[src/rtl/alu_route_adder.sv]
// alu_route_adder: registered 20-bit add with carry, b-bypass mux and 16-way destination demux
module alu_route_adder #(
  parameter int WIDTH = 20,
  parameter int NDEST = 16
) (
  input  logic             clk,
  input  logic             rst_n,
  input  logic             in_valid,
  input  logic [WIDTH-1:0] a,
  input  logic [WIDTH-1:0] b,
  input  logic             c_in,
  input  logic             sel,
  input  logic [3:0]       dst,
  output logic [WIDTH-1:0] o0,
  output logic [WIDTH-1:0] o1,
  output logic [WIDTH-1:0] o2,
  output logic [WIDTH-1:0] o3,
  output logic [WIDTH-1:0] o4,
  output logic [WIDTH-1:0] o5,
  output logic [WIDTH-1:0] o6,
  output logic [WIDTH-1:0] o7,
  output logic [WIDTH-1:0] o8,
  output logic [WIDTH-1:0] o9,
  output logic [WIDTH-1:0] o10,
  output logic [WIDTH-1:0] o11,
  output logic [WIDTH-1:0] o12,
  output logic [WIDTH-1:0] o13,
  output logic [WIDTH-1:0] o14,
  output logic [WIDTH-1:0] o15,
  output logic [WIDTH-1:0] result,
  output logic             c_out,
  output logic             out_valid
);
  logic [WIDTH:0]                total;
  logic [WIDTH-1:0]              y;
  logic [NDEST-1:0][WIDTH-1:0]   o_q, o_d;
  logic [WIDTH-1:0]              result_q, result_d;
  logic                          c_out_q, c_out_d, out_valid_q, out_valid_d;
  always_comb begin
    total = {1'b0, a} + {1'b0, b} + {{WIDTH{1'b0}}, c_in};
    y = sel ? b : total[WIDTH-1:0];
    for (int i = 0; i < NDEST; i++)
      o_d[i] = (in_valid && dst == i[3:0]) ? y : o_q[i];
    result_d = in_valid ? y : result_q;
    c_out_d = in_valid ? total[WIDTH] : c_out_q;
    out_valid_d = in_valid;
  end
  always_ff @(posedge clk or negedge rst_n) begin
    if (!rst_n) begin
      o_q <= '0;
      result_q <= '0;
      c_out_q <= 1'b0;
      out_valid_q <= 1'b0;
    end else begin
      o_q <= o_d;
      result_q <= result_d;
      c_out_q <= c_out_d;
      out_valid_q <= out_valid_d;
    end
  end
  assign o0 = o_q[0];
  assign o1 = o_q[1];
  assign o2 = o_q[2];
  assign o3 = o_q[3];
  assign o4 = o_q[4];
  assign o5 = o_q[5];
  assign o6 = o_q[6];
  assign o7 = o_q[7];
  assign o8 = o_q[8];
  assign o9 = o_q[9];
  assign o10 = o_q[10];
  assign o11 = o_q[11];
  assign o12 = o_q[12];
  assign o13 = o_q[13];
  assign o14 = o_q[14];
  assign o15 = o_q[15];
  assign result = result_q;
  assign c_out = c_out_q;
  assign out_valid = out_valid_q;
endmodule

[config.mk]
export PLATFORM = sky130hd
export DESIGN_NAME = alu_route_adder
export DESIGN_NICKNAME = d
export VERILOG_FILES = /design/src/rtl/alu_route_adder.sv
export SDC_FILE = /design/constraint.sdc
export NUM_CORES = 1
export LEC_CHECK = 0
export ABC_CLOCK_PERIOD_IN_PS = 2000
export CAP_MARGIN = 20
export CORE_AREA = 2 2 305 186
export CTS_CLUSTER_DIAMETER = 40
export DETAILED_ROUTE_END_ITERATION = 6
export DIE_AREA = 0 0 307 188
export MAX_ROUTING_LAYER = met4
export PLACE_DENSITY = 0.48
export SKIP_LAST_GASP = 1
export SLEW_MARGIN = 0
export SYNTH_ARGS = -nofsm -noshare
export SYNTH_HDL_FRONTEND = slang
export SYNTH_SLANG_ARGS = --single-unit
[constraint.sdc]
create_clock -name clk -period 2 [get_ports clk]
set_input_delay 0.4 -clock clk [delete_from_list [all_inputs] [get_ports clk]]
set_output_delay 0.4 -clock clk [all_outputs]
set_load 0.05 [all_outputs]
==> results of run 1 <==
==> registers in the layout, summed over array words and instances, names as in the netlist, 20 cells and up <==
| signal | cells |
|---|---|
| o5 | 20 |
| o10 | 20 |
| o11 | 20 |
| o13 | 20 |
| o14 | 20 |
| o15 | 20 |
| o0 | 20 |
| o9 | 20 |
| o7 | 20 |
| o6 | 20 |
| o12 | 20 |
| result | 20 |
| o4 | 20 |
| o3 | 20 |
| o2 | 20 |
| o1 | 20 |
| o8 | 20 |
==> cell type report <==
class	instances	area, um^2	area share (%)
flip-flops and latches	342	8560	37.7
clock buffers	54	1250	5.52
repair buffers	602	6120	26.9
well taps	724	906	3.99
clock inverters	32	299	1.32
multi-input cells	890	5540	24.4
inverters	13	48.8	0.215
diodes	1	2.50	0.0110
==> timing repair <==
item	in CTS	in global routing
setup endpoints to repair	518	487
hold buffers	1	0
setup buffers	22	6
resized for setup	167	58
pin swaps	56	16
hold endpoints to repair	64	0
cloned	10	3
==> path summary, 6_finish.rpt <==
kind	from	endpoint	slack, ps	depth (start not counted)
worst min register to register	o14[7]$_DFFE_PN0P_	o14[7]$_DFFE_PN0P_	480	2
min in group asynchronous	rst_n	o13[8]$_DFFE_PN0P_	270	2
worst max register to register	result[17]$_DFFE_PN0P_	result[17]$_DFFE_PN0P_	1180	3
worst min-delay path	in_valid	out_valid$_DFF_PN0_	230	2
max in group asynchronous	rst_n	o12[13]$_DFFE_PN0P_	980	4
worst max-delay path	c_in	o6[16]$_DFFE_PN0P_	-560	12
==> report_power, final <==
part	total [mW]	internal, mW	leakage [nW]	switching, mW
logic	13.6	4.45	5.37	9.16
clock network	8.28	4.85	0.750	3.43
registers	9.58	8.56	4.32	1.02
==> cells by family after synthesis <==
group,after synthesis,synth area share (%)
flops,342,62.8
xor+xnor,13,0.835
compound gates,403,16.0
fa+ha+maj,21,2.04
mux,32,2.65
simple gates,421,12.6
buf+inv,105,3.08
==> metrics by stage <==
step	setup TNS (ps)	power [mW]	util, %	cell area (um^2)
after floorplan	-121150	17.3	-	13900
after global placement	-344430	22.5	36.3	20000
after detailed placement	-346280	22.6	36.3	20000
after CTS	-109880	31.7	40.8	22500
after global routing	-140550	32.9	41.2	22700
final	-111110	31.5	41.2	22700
==> cells in the final DEF (no fill, tap or decap), drive strengths merged, types with 3 or more instances in the layout <==
cell           instances
clkbuf                58
and3                   4
nand4                  4
clkinvlp               8
a21oi                 54
dlymetal6s2s           3
dlygate4sd2           25
mux2                  20
and4                   3
mux2i                 12
nor3                   3
o21a                   4
a221o                  3
clkinv                11
xor2                   5
nand3                 12
o21ai                313
clkdlybuf4s50        245
buf                  321
a31oi                  3
nor2                  48
ha                    19
nand2b                 3
dfrtp                342
inv                   24
nand2                330
xnor2                  8
a21o                  12
nor2b                  4
==> worst register-to-register path, delay by kind of cell, from the launching register on <==
family,cells,cell delay (ps)
flip-flops,1,370
AO/OA/AOI/OAI,2,260
AND/OR/NAND/NOR,1,90
==> layer usage <==
metal  GRT usage, %  vias to the layer above
met5              -                        -
met1           27.4                     5829
met3           5.21                       68
met4           3.88                        0
li1               -                     5710
met2           29.2                      309
==> flow_summary.ini, run 1 <==
[clock_tree]
cts_tree = done
numCtsBuffers = 47
htreeDepth = 2
clock-root-buffer = clkbuf_16
clkSinkCount = 342
path_clk_slew_ps = 60
clockBufferDepth = 3
clock_latency_ps = 570

[synth]
ys.flop_type = dfrtp_1
yosysMostFrequentCell = dfrtp_1
seq_area_frac_synth_pct = 62.8
synth_edf_count = 0
syn-num-nets = 1407
synthDistinctLibCells = 61
yosys-top-cells-count = dfrtp_1, nand2_1, o21ai_0
synthTopCellsByArea = dfrtp_1, o21ai_0, nand2_1
ys_seq_elements = 342
synth.avg_cell_area_um2 = 10.2
syn_inst = 1337
ys.warnings.count = 0
synth.largest_area_cell = dfrtp_1
synthArstFlopShare_pct = 100
syn_area_um2 = 13600
synth.top_cell.area_share_pct = 62.8

[detailed_routing]
totalWireLength_um = 56100
wl_met1_um = 27000
drtIter0Drc = 669
vias_per_cell = 4.48
top_layer = met4
ant_nets = 0
dr.pass1.iters = 5
met2_length_um = 24700
drc = 0
num_vias = 11900
avgRoutedWirePerCell_um = 21.1
routed-wl-met3_um = 3530

[floorplanning]
dieWidth_um = 307
die-area_um2 = 57700
core_um2 = 55200
fp-row-count = 67
initial_core_util_pct = 24.7
io_pins = 391
die_y_um = 188

[placed_design]
pre_cts_ws_ps = -1800
portBuffers = 390
gp_congestion = 0.843
hpwlAfterDp_um = 38900
place_inst = 2534

[global_routing]
grt_pass1_wl_um = 82000
grt_pass1_vias = 12100
grt.overflow.total = 0
grt_max_degree = 66
track_usage_pct = 19.8
antenna_found_initial = 1

[job]
timing.max_cap.violations = 0

[timing]
drv_slew = 0
layout_setup_ws_ps = -564
max-slew-margin-rel_pct = 61.6
worstMarginPinSlew_ps = 575
timing.final.crit_share_pct = 128
skew_ps = 0
hold_ws_ps = 230
max_freq_mhz = 390
period_needed_ps = 2560
setup_viol = 484
finalHoldViolations = 0
rsz0062_at_grt = true

[worst_setup_path]
worst-setup-path-type = in -> reg
cpMostUsedCell = fa_2
arrival_ps = 3000
critPathBufInv = 3
crit_chain = buf_6 > fa_2 > fa_2 > a21o_1 > a221o_1 > a21oi_4 > a21oi_2 > or4b_4 > nand3_4 > buf_12 > buf_16 > o21ai_2
crit_required_ps = 2440
cp_slowest_cell = or4b_4
endpoint_kind = flip-flop
critPathMaxFanout = 4
startpoint_type = input pin
cp_top_family = compound AO/OA/AOI/OAI gates
slowest_delay_ps = 530

[layout]
fin_nets = 1966
syn_to_final_growth_pct = 66.8
layout-drive-gt1-share_pct = 30.3
fin_cells = 2658
n_fill_cell = 5331

[min_path]
hp-class = in -> reg

[power_and_ir_drop]
power_per_cell_area_nw_per_um2 = 1380
vdd_drop_max_mv = 0.757
power_leakage_nw = 10.4

[run_status]
status = complete, but fails checks
failed_checks = setup timing
Note: power is estimated with default switching activity, not from simulation.
==> run 2, diff against run 1 <==
==> constraint.sdc (replaced) <==
create_clock -name clk -period 2 [get_ports clk]
set_input_delay 0.4 -clock clk [delete_from_list [all_inputs] [get_ports clk]]
set_output_delay 0.4 -clock clk [all_outputs]
set_load 0.01 [all_outputs]
==> run 2 against run 1 <==
Net effect:
- the run still ends with setup timing left
- sequential share of layout area decreased by 0.51 points
- worst hold slack improved by 26 ps
- sequential power fell by 0.5%
- clock skew is the same
- non-clock buffer count fell by 7
- routed wire length shrank 0.47%
- combinational power decreased by 36%
- final cell count is 0.34% lower
- setup slack got worse by 14 ps
- critical endpoint unchanged
==> flow_summary.ini, run 2 (same netlist as run 1, synthesis figures left out) <==
[run_status]
status = complete, but fails checks
failed_checks = setup timing

[global_routing]
track_usage_pct = 19.2
antenna_found_initial = 0
grt_pass1_wl_um = 80100
grt_pass1_vias = 12100
grt_max_degree = 82
grt.overflow.total = 0

[worst_setup_path]
r2r_cells = 2
startpoint = c_in
cp_slowest_cell = or4b_4
rrSetupSlack_ps = 1120
rr_startpoint = o13[17]$_DFFE_PN0P_
timing.rr.end = o13[17]$_DFFE_PN0P_
slowest_delay_ps = 500
startpoint_type = input pin
path_depth = 12
critPathMaxFanout = 8
crit_required_ps = 2430
critPathBufInv = 3
setup.worst_path.end = o6[16]$_DFFE_PN0P_
crit_chain = buf_6 > fa_2 > fa_2 > a21o_1 > a221o_1 > a21oi_4 > a21oi_2 > or4b_4 > nand3_4 > buf_6 > buf_16 > o21ai_2
cp_top_family = compound AO/OA/AOI/OAI gates
arrival_ps = 3010
endpoint_kind = flip-flop
worst-setup-path-type = in -> reg

[clock_tree]
clockBufferDepth = 3
path_clk_slew_ps = 60
clock_latency_ps = 540
clock-root-buffer = clkbuf_16
clkSinkCount = 342
cts_tree = done
numCtsBuffers = 46
htreeDepth = 2

[floorplanning]
initial_core_util_pct = 24.7
dieWidth_um = 307
core_um2 = 55200
io_pins = 391
fp-row-count = 67
die_y_um = 188
die-area_um2 = 57700

[detailed_routing]
num_vias = 11900
dr.pass1.iters = 5
avgRoutedWirePerCell_um = 21.1
drc = 0
totalWireLength_um = 55900
ant_nets = 0
vias_per_cell = 4.51
drtIter0Drc = 647

[timing]
period_needed_ps = 2580
skew_ps = 0
layout_setup_ws_ps = -578
timing.final.crit_share_pct = 129
setup_viol = 256
rsz0062_at_grt = true
max-slew-margin-rel_pct = 61.7
max_freq_mhz = 388
worstMarginPinSlew_ps = 575
drv_slew = 0
finalHoldViolations = 0

[placed_design]
gp_congestion = 0.849
place_inst = 2525
hpwlAfterDp_um = 38100
portBuffers = 390

[power_and_ir_drop]
vdd_drop_max_mv = 0.508
power_leakage_nw = 10.3
power_per_cell_area_nw_per_um2 = 1160

[job]
timing.max_cap.violations = 0

[layout]
num_antenna_cells = 0
fin_cells = 2649
final_common_cell = clkdlybuf4s50_1
fin_nets = 1958
syn_to_final_growth_pct = 69.1
layout_common_cells = clkdlybuf4s50_1, dfrtp_1, nand2_1
layout-drive-gt1-share_pct = 25.1
final_util_pct = 41.8

[min_path]
hp-class = in -> async
run 2: area by class of cell:
type / count / area [um^2]
Timing Repair Buffer: 595 / 6310
Sequential cell: 342 / 8560
Clock inverter: 24 / 251
Clock buffer: 61 / 1310
Fill cell: 5335 / 32100
Tap cell: 724 / 906
Inverter: 13 / 48.8
Multi-Input combinational cell: 890 / 5660
run 2: timing repair:
item / 4_1_cts / 5_1_grt
pin swaps: 35 / 40
hold buffers: 1 / 0
cloned: 4 / 9
setup endpoints to repair: 293 / 260
buffers inserted: 17 / 14
gates resized for setup: 98 / 133
endpoints found under the hold margin: 174 / 0
run 2: worst register-to-register path: stages (launching register included):
cell	delay (ps)
dfrtp_1	390
o21ai_0	330
a21oi_4	40
run 2: power breakdown:
part	leakage (nW)	internal (mW)	switching, mW
clock network	0.760	4.96	3.39
registers	4.32	8.56	0.976
logic	5.26	4.66	4.10
total	10.3	18.2	8.46
run 2: stage by stage:
step | TNS [ps] | setup slack [ps] | total power [mW] | area [um^2] | hold slack, ps
final | -90580 | -578 | 26.6 | 23000 | 256
after floorplan | -121150 | -953 | 12.2 | 13900 | 104
after global routing | -106370 | -617 | 28.1 | 23000 | 232
after CTS | -82030 | -581 | 26.5 | 22200 | 229
after detailed placement | -349790 | -1790 | 17.7 | 20200 | 227
after global placement | -342140 | -1730 | 17.6 | 20200 | 226
run 2: worst min-delay path by stage:
stage                from                   to  slack (ps)  cells past startpoint
floorplan           rst_n    c_out$_DFFE_PN0P_         100                      0
global placement    rst_n  o14[15]$_DFFE_PN0P_         230                      1
detailed placement  rst_n  o14[15]$_DFFE_PN0P_         230                      1
CTS                 rst_n  o14[15]$_DFFE_PN0P_         230                      2
global route        rst_n   o13[8]$_DFFE_PN0P_         230                      2
finish              rst_n  o14[15]$_DFFE_PN0P_         260                      2
run 2: layer usage:
| layer | vias to the layer above | routed length, um | track usage, % |
|---|---|---|---|
| met1 | 5849 | 26300 | 26.2 |
| met5 | - | 0 | - |
| met2 | 314 | 24300 | 28.3 |
| met4 | 0 | 1530 | 5.16 |
| li1 | 5681 | - | - |
| met3 | 93 | 3740 | 4.93 |
